[src/rtl/core_pkg.sv]
// rtl/core_pkg.sv - shared opcode, immediate, ALU-op and state definitions for the core sequencer
package core_pkg;

    localparam logic [6:0] OP_R    = 7'b0110011;
    localparam logic [6:0] OP_I    = 7'b0010011;
    localparam logic [6:0] OP_LOAD = 7'b0000011;
    localparam logic [6:0] OP_BR   = 7'b1100011;
    localparam logic [6:0] OP_LUI  = 7'b0110111;

    // 2'b00 is deliberately unused: the immediate sub-controller does not decode it
    localparam logic [1:0] IMM_I = 2'b10;
    localparam logic [1:0] IMM_B = 2'b01;
    localparam logic [1:0] IMM_U = 2'b11;

    localparam logic [1:0] ALU_ADD   = 2'b00;
    localparam logic [1:0] ALU_SUB   = 2'b01;
    localparam logic [1:0] ALU_FUNCT = 2'b10;
    localparam logic [1:0] ALU_PASSB = 2'b11;

    typedef enum logic [2:0] {
        S_FETCH  = 3'd0,
        S_DECODE = 3'd1,
        S_EXEC   = 3'd2,
        S_MEM    = 3'd3,
        S_WB     = 3'd4,
        S_TRAP   = 3'd5
    } state_t;

    typedef enum logic [2:0] {
        C_R    = 3'd0,
        C_I    = 3'd1,
        C_LOAD = 3'd2,
        C_BR   = 3'd3,
        C_LUI  = 3'd4
    } iclass_t;

endpackage

[src/rtl/mem_wdog.sv]
// rtl/mem_wdog.sv - saturating watchdog on an outstanding memory request
module mem_wdog #(
    parameter int TMO_W   = 8,
    parameter int TMO_LIM = 200
) (
    input  logic clk,
    input  logic rst,
    input  logic req,
    input  logic ready,
    output logic timeout
);

    localparam logic [TMO_W-1:0] LIM_M1 = TMO_W'(TMO_LIM - 1);

    logic [TMO_W-1:0] cnt;

    always_ff @(posedge clk) begin
        if (rst || !req || ready) begin
            cnt <= '0;
        end else if (cnt != {TMO_W{1'b1}}) begin
            cnt <= cnt + 1'b1;
        end
    end

    // Fires on the TMO_LIM-th unanswered cycle; a ready in that same cycle wins.
    assign timeout = req && !ready && (cnt >= LIM_M1);

endmodule

[src/rtl/core_seq_ctrl.sv]
// rtl/core_seq_ctrl.sv - multi-cycle FETCH/DECODE/EXEC/MEM/WB sequencer for the RV32I core
module core_seq_ctrl
    import core_pkg::*;
#(
    parameter int TMO_W   = 8,
    parameter int TMO_LIM = 200
) (
    input  logic       clk,
    input  logic       rst,
    input  logic [6:0] opcode,
    input  logic       alu_zero,
    input  logic       mem_ready,
    output logic       mem_req,
    output logic       mem_ifetch,
    output logic       ir_we,
    output logic       pc_we,
    output logic       pc_src,
    output logic [1:0] imm_ctr,
    output logic       alu_src_b,
    output logic [1:0] alu_op,
    output logic       wb_sel,
    output logic       reg_we,
    output logic       trap,
    output logic       trap_cause
);

    state_t     state, state_nxt;
    iclass_t    cls_q, dec_cls;
    logic [1:0] imm_q, dec_imm;
    logic       asb_q, dec_asb;
    logic [1:0] aop_q, dec_aop;
    logic       dec_legal;
    logic       cause_q, cause_nxt;
    logic       timeout;

    logic mem_req_c, mem_ifetch_c, ir_we_c, pc_we_c, pc_src_c, wb_sel_c, reg_we_c;

    mem_wdog #(
        .TMO_W   (TMO_W),
        .TMO_LIM (TMO_LIM)
    ) u_wdog (
        .clk     (clk),
        .rst     (rst),
        .req     (mem_req),
        .ready   (mem_ready),
        .timeout (timeout)
    );

    always_comb begin
        dec_legal = 1'b1;
        dec_cls   = C_R;
        dec_imm   = imm_q;
        dec_asb   = 1'b0;
        dec_aop   = ALU_FUNCT;
        case (opcode)
            OP_R:    begin dec_cls = C_R;                                                        end
            OP_I:    begin dec_cls = C_I;    dec_imm = IMM_I; dec_asb = 1'b1; dec_aop = ALU_FUNCT; end
            OP_LOAD: begin dec_cls = C_LOAD; dec_imm = IMM_I; dec_asb = 1'b1; dec_aop = ALU_ADD;   end
            OP_BR:   begin dec_cls = C_BR;   dec_imm = IMM_B; dec_asb = 1'b0; dec_aop = ALU_SUB;   end
            OP_LUI:  begin dec_cls = C_LUI;  dec_imm = IMM_U; dec_asb = 1'b1; dec_aop = ALU_PASSB; end
            default: dec_legal = 1'b0;
        endcase
    end

    always_comb begin
        state_nxt    = state;
        cause_nxt    = cause_q;
        mem_req_c    = 1'b0;
        mem_ifetch_c = 1'b0;
        ir_we_c      = 1'b0;
        pc_we_c      = 1'b0;
        pc_src_c     = 1'b0;
        wb_sel_c     = 1'b0;
        reg_we_c     = 1'b0;
        case (state)
            S_FETCH: begin
                mem_req_c    = 1'b1;
                mem_ifetch_c = 1'b1;
                if (timeout) begin
                    state_nxt = S_TRAP;
                    cause_nxt = 1'b1;
                end else if (mem_ready) begin
                    ir_we_c   = 1'b1;
                    pc_we_c   = 1'b1;
                    state_nxt = S_DECODE;
                end
            end
            S_DECODE: begin
                if (dec_legal) begin
                    state_nxt = S_EXEC;
                end else begin
                    state_nxt = S_TRAP;
                    cause_nxt = 1'b0;
                end
            end
            S_EXEC: begin
                case (cls_q)
                    C_BR: begin
                        pc_we_c   = alu_zero;
                        pc_src_c  = alu_zero;
                        state_nxt = S_FETCH;
                    end
                    C_LOAD:  state_nxt = S_MEM;
                    default: state_nxt = S_WB;
                endcase
            end
            S_MEM: begin
                mem_req_c = 1'b1;
                if (timeout) begin
                    state_nxt = S_TRAP;
                    cause_nxt = 1'b1;
                end else if (mem_ready) begin
                    state_nxt = S_WB;
                end
            end
            S_WB: begin
                reg_we_c  = 1'b1;
                wb_sel_c  = (cls_q == C_LOAD);
                state_nxt = S_FETCH;
            end
            S_TRAP:  state_nxt = S_TRAP;
            default: state_nxt = S_FETCH;
        endcase
    end

    always_ff @(posedge clk) begin
        if (rst) begin
            state   <= S_FETCH;
            cls_q   <= C_R;
            imm_q   <= IMM_I;
            asb_q   <= 1'b0;
            aop_q   <= ALU_ADD;
            cause_q <= 1'b0;
        end else begin
            state   <= state_nxt;
            cause_q <= cause_nxt;
            if (state == S_DECODE && dec_legal) begin
                cls_q <= dec_cls;
                imm_q <= dec_imm;
                asb_q <= dec_asb;
                aop_q <= dec_aop;
            end
        end
    end

    // Reset masks every output so an interrupted instruction issues no partial write.
    assign mem_req    = !rst && mem_req_c;
    assign mem_ifetch = !rst && mem_ifetch_c;
    assign ir_we      = !rst && ir_we_c;
    assign pc_we      = !rst && pc_we_c;
    assign pc_src     = !rst && pc_src_c;
    assign wb_sel     = !rst && wb_sel_c;
    assign reg_we     = !rst && reg_we_c;
    assign imm_ctr    = rst ? IMM_I : imm_q;
    assign alu_src_b  = !rst && asb_q;
    assign alu_op     = rst ? ALU_ADD : aop_q;
    assign trap       = !rst && (state == S_TRAP);
    assign trap_cause = !rst && cause_q;

endmodule

[config.mk]
export PLATFORM = sky130hd
export DESIGN_NAME = core_seq_ctrl
export DESIGN_NICKNAME = d
export VERILOG_FILES = /design/src/rtl/core_pkg.sv /design/src/rtl/mem_wdog.sv /design/src/rtl/core_seq_ctrl.sv
export SDC_FILE = /design/constraint.sdc
export NUM_CORES = 1
export LEC_CHECK = 0
export BUFFER_PORTS_ARGS = -buffer_cell sky130_fd_sc_hd__buf_4
export CORE_MARGIN = 2
export CORE_UTILIZATION = 49
export DETAILED_ROUTE_END_ITERATION = 16
export PLACE_DENSITY = 0.78
export SLEW_MARGIN = 5
export SYNTH_ARGS = -nofsm -noshare
export SYNTH_HDL_FRONTEND = slang
export SYNTH_SLANG_ARGS = --single-unit
[constraint.sdc]
create_clock -name clk -period 1.7 [get_ports clk]
set_input_delay 0.085 -clock clk [delete_from_list [all_inputs] [get_ports clk]]
set_output_delay 0.085 -clock clk [all_outputs]
set_load 0.02 [all_outputs]
======== Word level (Yosys, flattened, before mapping) ========
Index checks and enable logic that the tools add are counted.
word-level totals
  bits in registers ....................... 20
  output and inout bits ................... 14
  word-level logic and storage cells ...... 81
cells by class
  add/subtract/negate cells ............... 1
  $lt $le $gt $ge ......................... 1
  equal/unequal tests ..................... 17
  multiplexer cells ....................... 27
  reduce and logical (&&, ||, !) cells .... 28
operators with widths
  operator                                                                number
  3-bit 2-to-1 mux                                                        5
  3-bit one-hot mux with 5 select lines                                   1
  7-bit by 6-bit equality test with 1-bit output (second input constant)  2
  1-bit logical AND                                                       13
  1-bit 2-to-1 mux                                                        13
  3-bit by 2-bit equality test with 1-bit output (second input constant)  4
  2-bit one-hot mux with 3 select lines                                   2
  3-bit one-hot mux with 4 select lines                                   1
  8-bit by 1-bit adder with 8-bit output (second input constant)          1
  8-bit >= comparator (second input constant)                             1
  8-bit != test (second input constant)                                   1
  7-bit by 2-bit equality test with 1-bit output (second input constant)  1
  7-bit by 5-bit equality test with 1-bit output (second input constant)  1
  7-bit equality test (second input constant)                             1
  3-bit equality test (second input constant)                             2
  3-bit != test (second input constant)                                   2
  3-bit one-hot mux with 2 select lines                                   1
  5-bit OR reduction                                                      1
  2-bit 2-to-1 mux                                                        2
  1-bit one-hot mux with 2 select lines                                   2
  2-bit AND reduction                                                     2
  2-bit OR reduction                                                      2
  3-bit by 1-bit equality test with 1-bit output (second input constant)  1
  1-bit zero test                                                         3
  other kinds (8)                                                         9

======== Logic depth before layout (Yosys ltp) ========
Gate-level depths: netlist of the first run.
  depth in word-level cells ............... 9
  mapped depth ............................ 7
  mapped depth without buffers ............ 5

======== Hierarchy ========
From an unflattened synthesis of the first run, not the netlist that was laid out.
unflattened totals
  cell total of the unflattened synthesis .. 152
  area, all modules ....................... 1239.9 µm²
modules (own cells, without submodules)
  module         instances  cells an instance  area an instance (µm²)
  core_seq_ctrl  1          104                804.5
  mem_wdog       1          48                 435.4

======== Worst setup path after synthesis of the first run ========
No wires, ideal clock.
  path type ............................... register to output
  start point ............................. register cls_q[1]
  end point ............................... output pc_we
  data arrival time ....................... 2073 ps
  data required time ...................... 1615 ps
  setup slack ............................. -458 ps
  stages on the path, launching flop included .. 5
  path buffers ............................ 0
  cells stage by stage .................... dfxtp_1 > or3b_2 > nor2_1 > nand3_1 > a2111oi_0
on the way
  word-level cells in the longest chain between the ends .. 4
ends and longest elaborated chain
  what                                            line                  source
  start: declaration                              core_seq_ctrl.sv:28   iclass_t cls_q, dec_cls;
  start signal: assignment                        core_seq_ctrl.sv:138  cls_q <= dec_cls;
  3-bit by 2-bit equality test with 1-bit output  core_seq_ctrl.sv:97   case (cls_q)
  1-bit 2-to-1 mux                                core_seq_ctrl.sv:97
  1-bit one-hot mux with 2 select lines           core_seq_ctrl.sv:75   case (state)
  1-bit logical AND                               core_seq_ctrl.sv:150  assign pc_we = !rst && pc_we_c;
  end: declaration                                core_seq_ctrl.sv:16   output logic pc_we,
No other way between the ends.

======== Final worst setup path of the first run ========
  start point ............................. register state[1]
  end point ............................... output pc_we
on the way
  word-level cells in the longest chain between the ends .. 9
ends and longest elaborated chain
  what                                                                               line                  source
  start: declaration                                                                 core_seq_ctrl.sv:27   state_t state, state_nxt;
  start signal: assignment                                                           core_seq_ctrl.sv:135  state <= state_nxt;
  3-bit by 2-bit equality test with 1-bit output or 3-bit zero test (tied branches)  core_seq_ctrl.sv:75
  2-bit OR reduction (no source line)                                                n/a
  1-bit 2-to-1 mux                                                                   core_seq_ctrl.sv:75
  1-bit logical AND                                                                  core_seq_ctrl.sv:147  assign mem_req = !rst && mem_req_c;
  1-bit logical AND (2 in series)                                                    mem_wdog.sv:26        assign timeout = req && !ready && (cnt >= LIM_M1);
  1-bit 2-to-1 mux                                                                   core_seq_ctrl.sv:79   if (timeout) begin
  1-bit one-hot mux with 2 select lines *                                            core_seq_ctrl.sv:75
  1-bit logical AND *                                                                core_seq_ctrl.sv:150
Every way passes the cells marked *; elsewhere a longest branch is shown, timed or not.

==> metrics.txt, run 1 <==
Worst Tran Pin Value=0.521 ns; FF+latch count, synth=20; Vias=1406; Post-Synth Simple-Gate Area=between 30% and 40%; max frequency=0.543 GHz; Synth Area in Adders=0.974%; DR DRC count=0; CP Class=flip-flop to output port; Post-synth EDFFs=0; WP buf/inv=1; detailed-placement wirelength estimate=2.19 mm; initial antenna violation count=0; row count=18; die area=0.00305 mm²; Nets=210; cts bufs inserted=3; Post-Layout Cell Count=roughly 230; Core Area=0.00248 mm²; Yosys cell types=between 40 and 50; Pleak=0.672 nW; clock-pin slew on the worst setup and hold paths=0.12 ns; Syn Inst Count=165; Ports=25; crit path cell chain=or2b_1 -> nor2_4 -> nand3_4 -> a2111oi_4 -> buf_4; first-pass GRT wire length=5.35 mm; htree depth=1; arrival time worst endpoint=1.76 ns; ant diodes=0; Routed WL=3.57 mm; vias in the first global route=1172; dpl cells=215; largest net degree at the start of global routing=26; Synth Warn #=0; CP required=1.62 ns; setup TNS=-0.207 ns; failing checks=negative setup slack; Worst slew margin=64.8%; DR iter-0 viols=61; die width=55.2 µm; hold_buf cts=0; Worst-Skew Late Latency=0.31 ns; Top delay family on crit path=simple AND/OR/NAND/NOR gates; crit path launch type=flip-flop; initial core utilization=around half; clock skew=0.00265 ns; MaxCap Viol Count=0; WHS=0.116 ns; post-synthesis xor/xnor area fraction=under 10%; min setup slack post-route=-0.140 ns; fraction of registers with async set/reset=0%; proportion of synthesized area in mux cells=2.34%; gr usage total=21.2%; Final Hold Fails=0; Detailed Routing Iterations Pass 1=4; wire per inst=between 15 and 20 µm; Syn Nets=~180; worst min path class=input port to flip-flop; fin crit period=1.84 ns; die height=~55 µm; PD cells=644 mW/mm²; register area share after synthesis=31.2%; Post-Syn Area=between 0.001 and 0.0015 mm²; Root Buffer=clkbuf_4; status=finished, violations left; crit-path max cell delay=between 0.4 and 0.5 ns; final core utilization=a little under three quarters; final number of setup-violating endpoints=3; via/cell ratio=approximately 6.2; ys flop type=dfxtp_1; final cycle utilization of the critical path=108%; Avg Cell Area, Syn=7.79 µm²; Port Buffers=24; slowest stage cell, crit path=dfxtp_2; most common cell after layout, fill and taps aside=buf_4; Antenna Nets Post-Route=0; Max Fanout on Critical Path=9; most frequent cells in the layout=buf_4 (38), dfxtp_1 (15), nor2_1 (14); final slew viol count=0; Crit. End Element=output port; clk buf depth=2; Syn-to-layout area delta=36.8%; clock tree sinks=20; CTS tree=done; maximum vdd drop=0.424 mV; layout cells sized above 1=35.0%; Synth Area in Compound Gates=23.5%; GRT overflow=0; RSZ-0062 raised after global routing=true; GP Congestion=0.820; largest family of logic cells by synthesized area=simple AND/OR/NAND/NOR gates
==> cells by family after synthesis <==
kind of cell | count (synthesis)
xor gates and xnor gates | 4
muxes | 3
buffers and inverters | 17
AOI/OAI and AO/OA | 44
and+or+nand+nor | 76
DFF | 20
adders and majority gates | 1
==> routing by layer <==
metal,share of wire [%],GRT usage (%),vias up,wire length (µm)
li1,-,-,675,-
met1,44,29.1,665,1560
met2,49,33.0,61,1750
met3,5.4,2.81,5,194
met4,1.5,9.41,0,53
met5,0,0,-,0
==> worst register-to-register path: stages (launching register included) <==
cell	delay [ns]
dfxtp_2	0.44
or2b_1	0.30
buf_4	0.17
nor4b_1	0.46
nor2_1	0.15
a2bb2oi_1	0.16
==> registers in the layout, summed over array words and instances (netlist names) <==
signal and flops:
u_wdog.cnt 8, cls_q 3, state 3, aop_q 2
imm_q 2, asb_q 1, cause_q 1
==> cell usage after synthesis, drive strengths merged, types with 2 or more instances <==
master / count / area share (%)
nor4: 5 / 2.4
nor2: 15 / 4.4
nor2b: 4 / 1.9
and3: 2 / 0.97
nand2b: 5 / 2.4
nand2: 8 / 2.3
o31a: 2 / 1.4
o31ai: 4 / 2.3
dfxtp: 20 / 31
xor2: 4 / 2.7
nor3b: 2 / 1.2
mux2i: 3 / 2.3
o21ai: 7 / 2.7
nor3: 11 / 4.7
a211oi: 6 / 3.5
nand3b: 2 / 1.2
inv: 4 / 1.2
a21oi: 5 / 1.9
a31oi: 8 / 3.9
or3b: 5 / 3.4
clkbuf: 7 / 2.0
nand4: 2 / 0.97
and2: 3 / 1.5
nand3: 6 / 2.3
buf: 6 / 2.8
==> repair_timing <==
action | in CTS | in global routing
setup buffers | 4 | 4
setup endpoints to repair | 2 | 16
resized for setup | 8 | 23
pin swaps | 4 | 5
==> power breakdown <==
part	switching [mW]	total, mW	internal, mW
logic	0.141	0.250	0.109
clock network	0.157	0.396	0.238
registers	0.00709	0.486	0.479
==> final timing paths <==
kind                                 to  cells after the start  slack (ns)                  start
setup reg to reg  state[0]$_SDFFE_PP0P_                      5       -0.04  state[1]$_SDFFE_PP0P_
setup / recovery                  pc_we                      5       -0.14  state[1]$_SDFFE_PP0P_
hold reg to reg   aop_q[0]$_SDFFE_PP0P_                      2        0.49  aop_q[0]$_SDFFE_PP0P_
hold / removal       asb_q$_SDFFE_PP0P_                      3        0.12              opcode[2]
==> metrics by stage <==
step | cell area, µm² | setup slack (ns) | power (mW)
global route | 1760 | -0.192 | 1.18
CTS | 1620 | -0.246 | 1.09
floorplan | 1290 | 0.0362 | 0.621
finish | 1760 | -0.140 | 1.13
global placement | 1510 | 0.0967 | 0.689
detailed placement | 1510 | 0.0475 | 0.693
==> area by class of cell <==
class / count / area, µm²
multi-input cells: 128 / 923
inverters: 4 / 15.0
repair buffers: 41 / 323
clock buffers: 3 / 22.5
clock inverters: 1 / 30.0
flip-flops and latches: 20 / 407
fillers: 191 / 719
well taps: 30 / 37.5
No activity file was read; power rests on OpenSTA's default activity.
==> run 2, diff against run 1 <==
==> constraint.sdc (replaced) <==
create_clock -name clk -period 1.7 [get_ports clk]
set_input_delay 0.085 -clock clk [delete_from_list [all_inputs] [get_ports clk]]
set_output_delay 0.085 -clock clk [all_outputs]
set_load 0.05 [all_outputs]
==> metrics.txt, run 2 (same netlist as run 1, synthesis figures left out) <==
min setup slack post-route=-0.162 ns; crit-path max cell delay=0.40 ns; largest net degree at the start of global routing=25; Root Buffer=clkbuf_4; Max Fanout on Critical Path=4; Top Registers=u_wdog.cnt: 8 flops, cls_q: 3 flops, state: 3 flops; initial antenna violation count=0; Core Area=0.00248 mm²; detailed-placement wirelength estimate=2.46 mm; crit path cell chain=or3b_4 -> nor2_4 -> nand3_4 -> a2111oi_4 -> buf_6; most common cell after layout, fill and taps aside=buf_4; final core utilization=69.1%; CP Class=flip-flop to output port; GP Congestion=slightly below 0.9; fin crit period=approximately 1.9 ns; Nets=207; htree depth=1; die area=approximately 0.0030 mm²; dpl cells=219; Port Buffers=24; ant diodes=0; Syn-to-layout area delta=33.3%; die width=55.2 µm; wire per inst=15.2 µm; CP required=1.62 ns; final slew viol count=0; cells on worst reg2reg path=4; layout cells sized above 1=33.0%; clock skew=~0.006 ns; Routed WL=3.41 mm; CTS tree=done; failing checks=negative setup slack; RSZ-0062 raised after global routing=true; row count=18; vias in the first global route=1317; cts bufs inserted=3; DR iter-0 viols=54; worst min path class=input port to flip-flop; MaxCap Viol Count=0; GRT overflow=0; die height=55.2 µm; via/cell ratio=just over 6; DR DRC count=0; crit path launch type=flip-flop; clk buf depth=2; Ports=25; Antenna Nets Post-Route=0; clock-pin slew on the worst setup and hold paths=0.12 ns; Pleak=0.648 nW; final cycle utilization of the critical path=110%; Worst Hold Path Cells=3; Worst-Skew Late Latency=0.30 ns; Most flops, register=u_wdog.cnt; most frequent cells in the layout=buf_4 (35), dfxtp_1 (16), nor2_1 (13), nor3_1 (8), a31oi_1 (8); gr usage total=between 20 and 25%; Worst slew margin=between 70% and 80%; setup TNS=-0.177 ns; arrival time worst endpoint=approximately 1.8 ns; Vias=1372; Worst Tran Pin Value=0.404 ns; status=finished, violations left; maximum vdd drop=0.666 mV; first-pass GRT wire length=5.74 mm; max frequency=0.537 GHz; final number of setup-violating endpoints=2; Post-Layout Cell Count=224; Final Hold Fails=0; Detailed Routing Iterations Pass 1=4; total power draw=1.14 mW; initial core utilization=51.9%; max reg flops=8; slowest stage cell, crit path=or3b_4; clock tree sinks=20; PD cells=666 mW/mm²; Crit. End Element=output port
[run 2: changes by cell type in the layout (fill, tap and decap cells not counted), sizes merged]
cell,before,now
buf,41,38
[run 2: critical path, delay by kind of cell (launching register included)]
family          cells  cell delay, ns
simple gates        3            0.61
flops               1            0.35
compound gates      1            0.31
buf+inv             1            0.20
[run 2: report_power, final]
part	internal (mW)	switching, mW	total (mW)	leakage [nW]
Sequential	0.479	0.00973	0.488	0.164
Combinational	0.0994	0.158	0.258	0.457
Clock	0.238	0.156	0.394	0.0279
Total	0.816	0.324	1.14	0.648
[run 2: layer usage]
metal / GRT usage [%] / routed length, µm / up-vias
met5: 0 / 0 / -
met4: 6.62 / 21 / 0
met3: 3.28 / 157 / 4
met2: 38.1 / 1720 / 34
met1: 28.6 / 1510 / 664
li1: - / - / 670
[run 2: timing repair]
| item | 4_1_cts | 5_1_grt |
|---|---|---|
| hold buffers | 0 | 0 |
| pin swaps | 3 | 3 |
| resized for setup | 8 | 9 |
| setup endpoints to repair | 2 | 12 |
| buffers inserted | 1 | 0 |
[run 2: final cells by class]
cell class / count / area, µm²
Timing Repair Buffer: 38 / 297
Clock buffer: 3 / 22.5
Inverter: 4 / 15.0
Multi-Input combinational cell: 128 / 906
Tap cell: 30 / 37.5
Fill cell: 194 / 764
Sequential cell: 20 / 405
Clock inverter: 1 / 30.0
[run 2: path summary, 6_finish.rpt]
kind / from / endpoint / slack, ns
worst max register to register: state[2]$_SDFFE_PP0P_ / aop_q[1]$_SDFFE_PP0P_ / 0.08
worst min register to register: cls_q[1]$_SDFFE_PP0P_ / cls_q[1]$_SDFFE_PP0P_ / 0.48
worst max-delay path: state[0]$_SDFFE_PP0P_ / pc_we / -0.16
worst min-delay path: opcode[2] / asb_q$_SDFFE_PP0P_ / 0.13
[run 2: per-stage QoR]
step                      hold slack, ns  cell area (µm²)  worst slack (ns)
after floorplan                    0.237             1350            -0.109
after global placement             0.449             1600            0.0724
after detailed placement           0.454             1600            0.0500
after CTS                          0.128             1680            -0.215
after global routing               0.140             1710            -0.263
final                              0.133             1710            -0.162
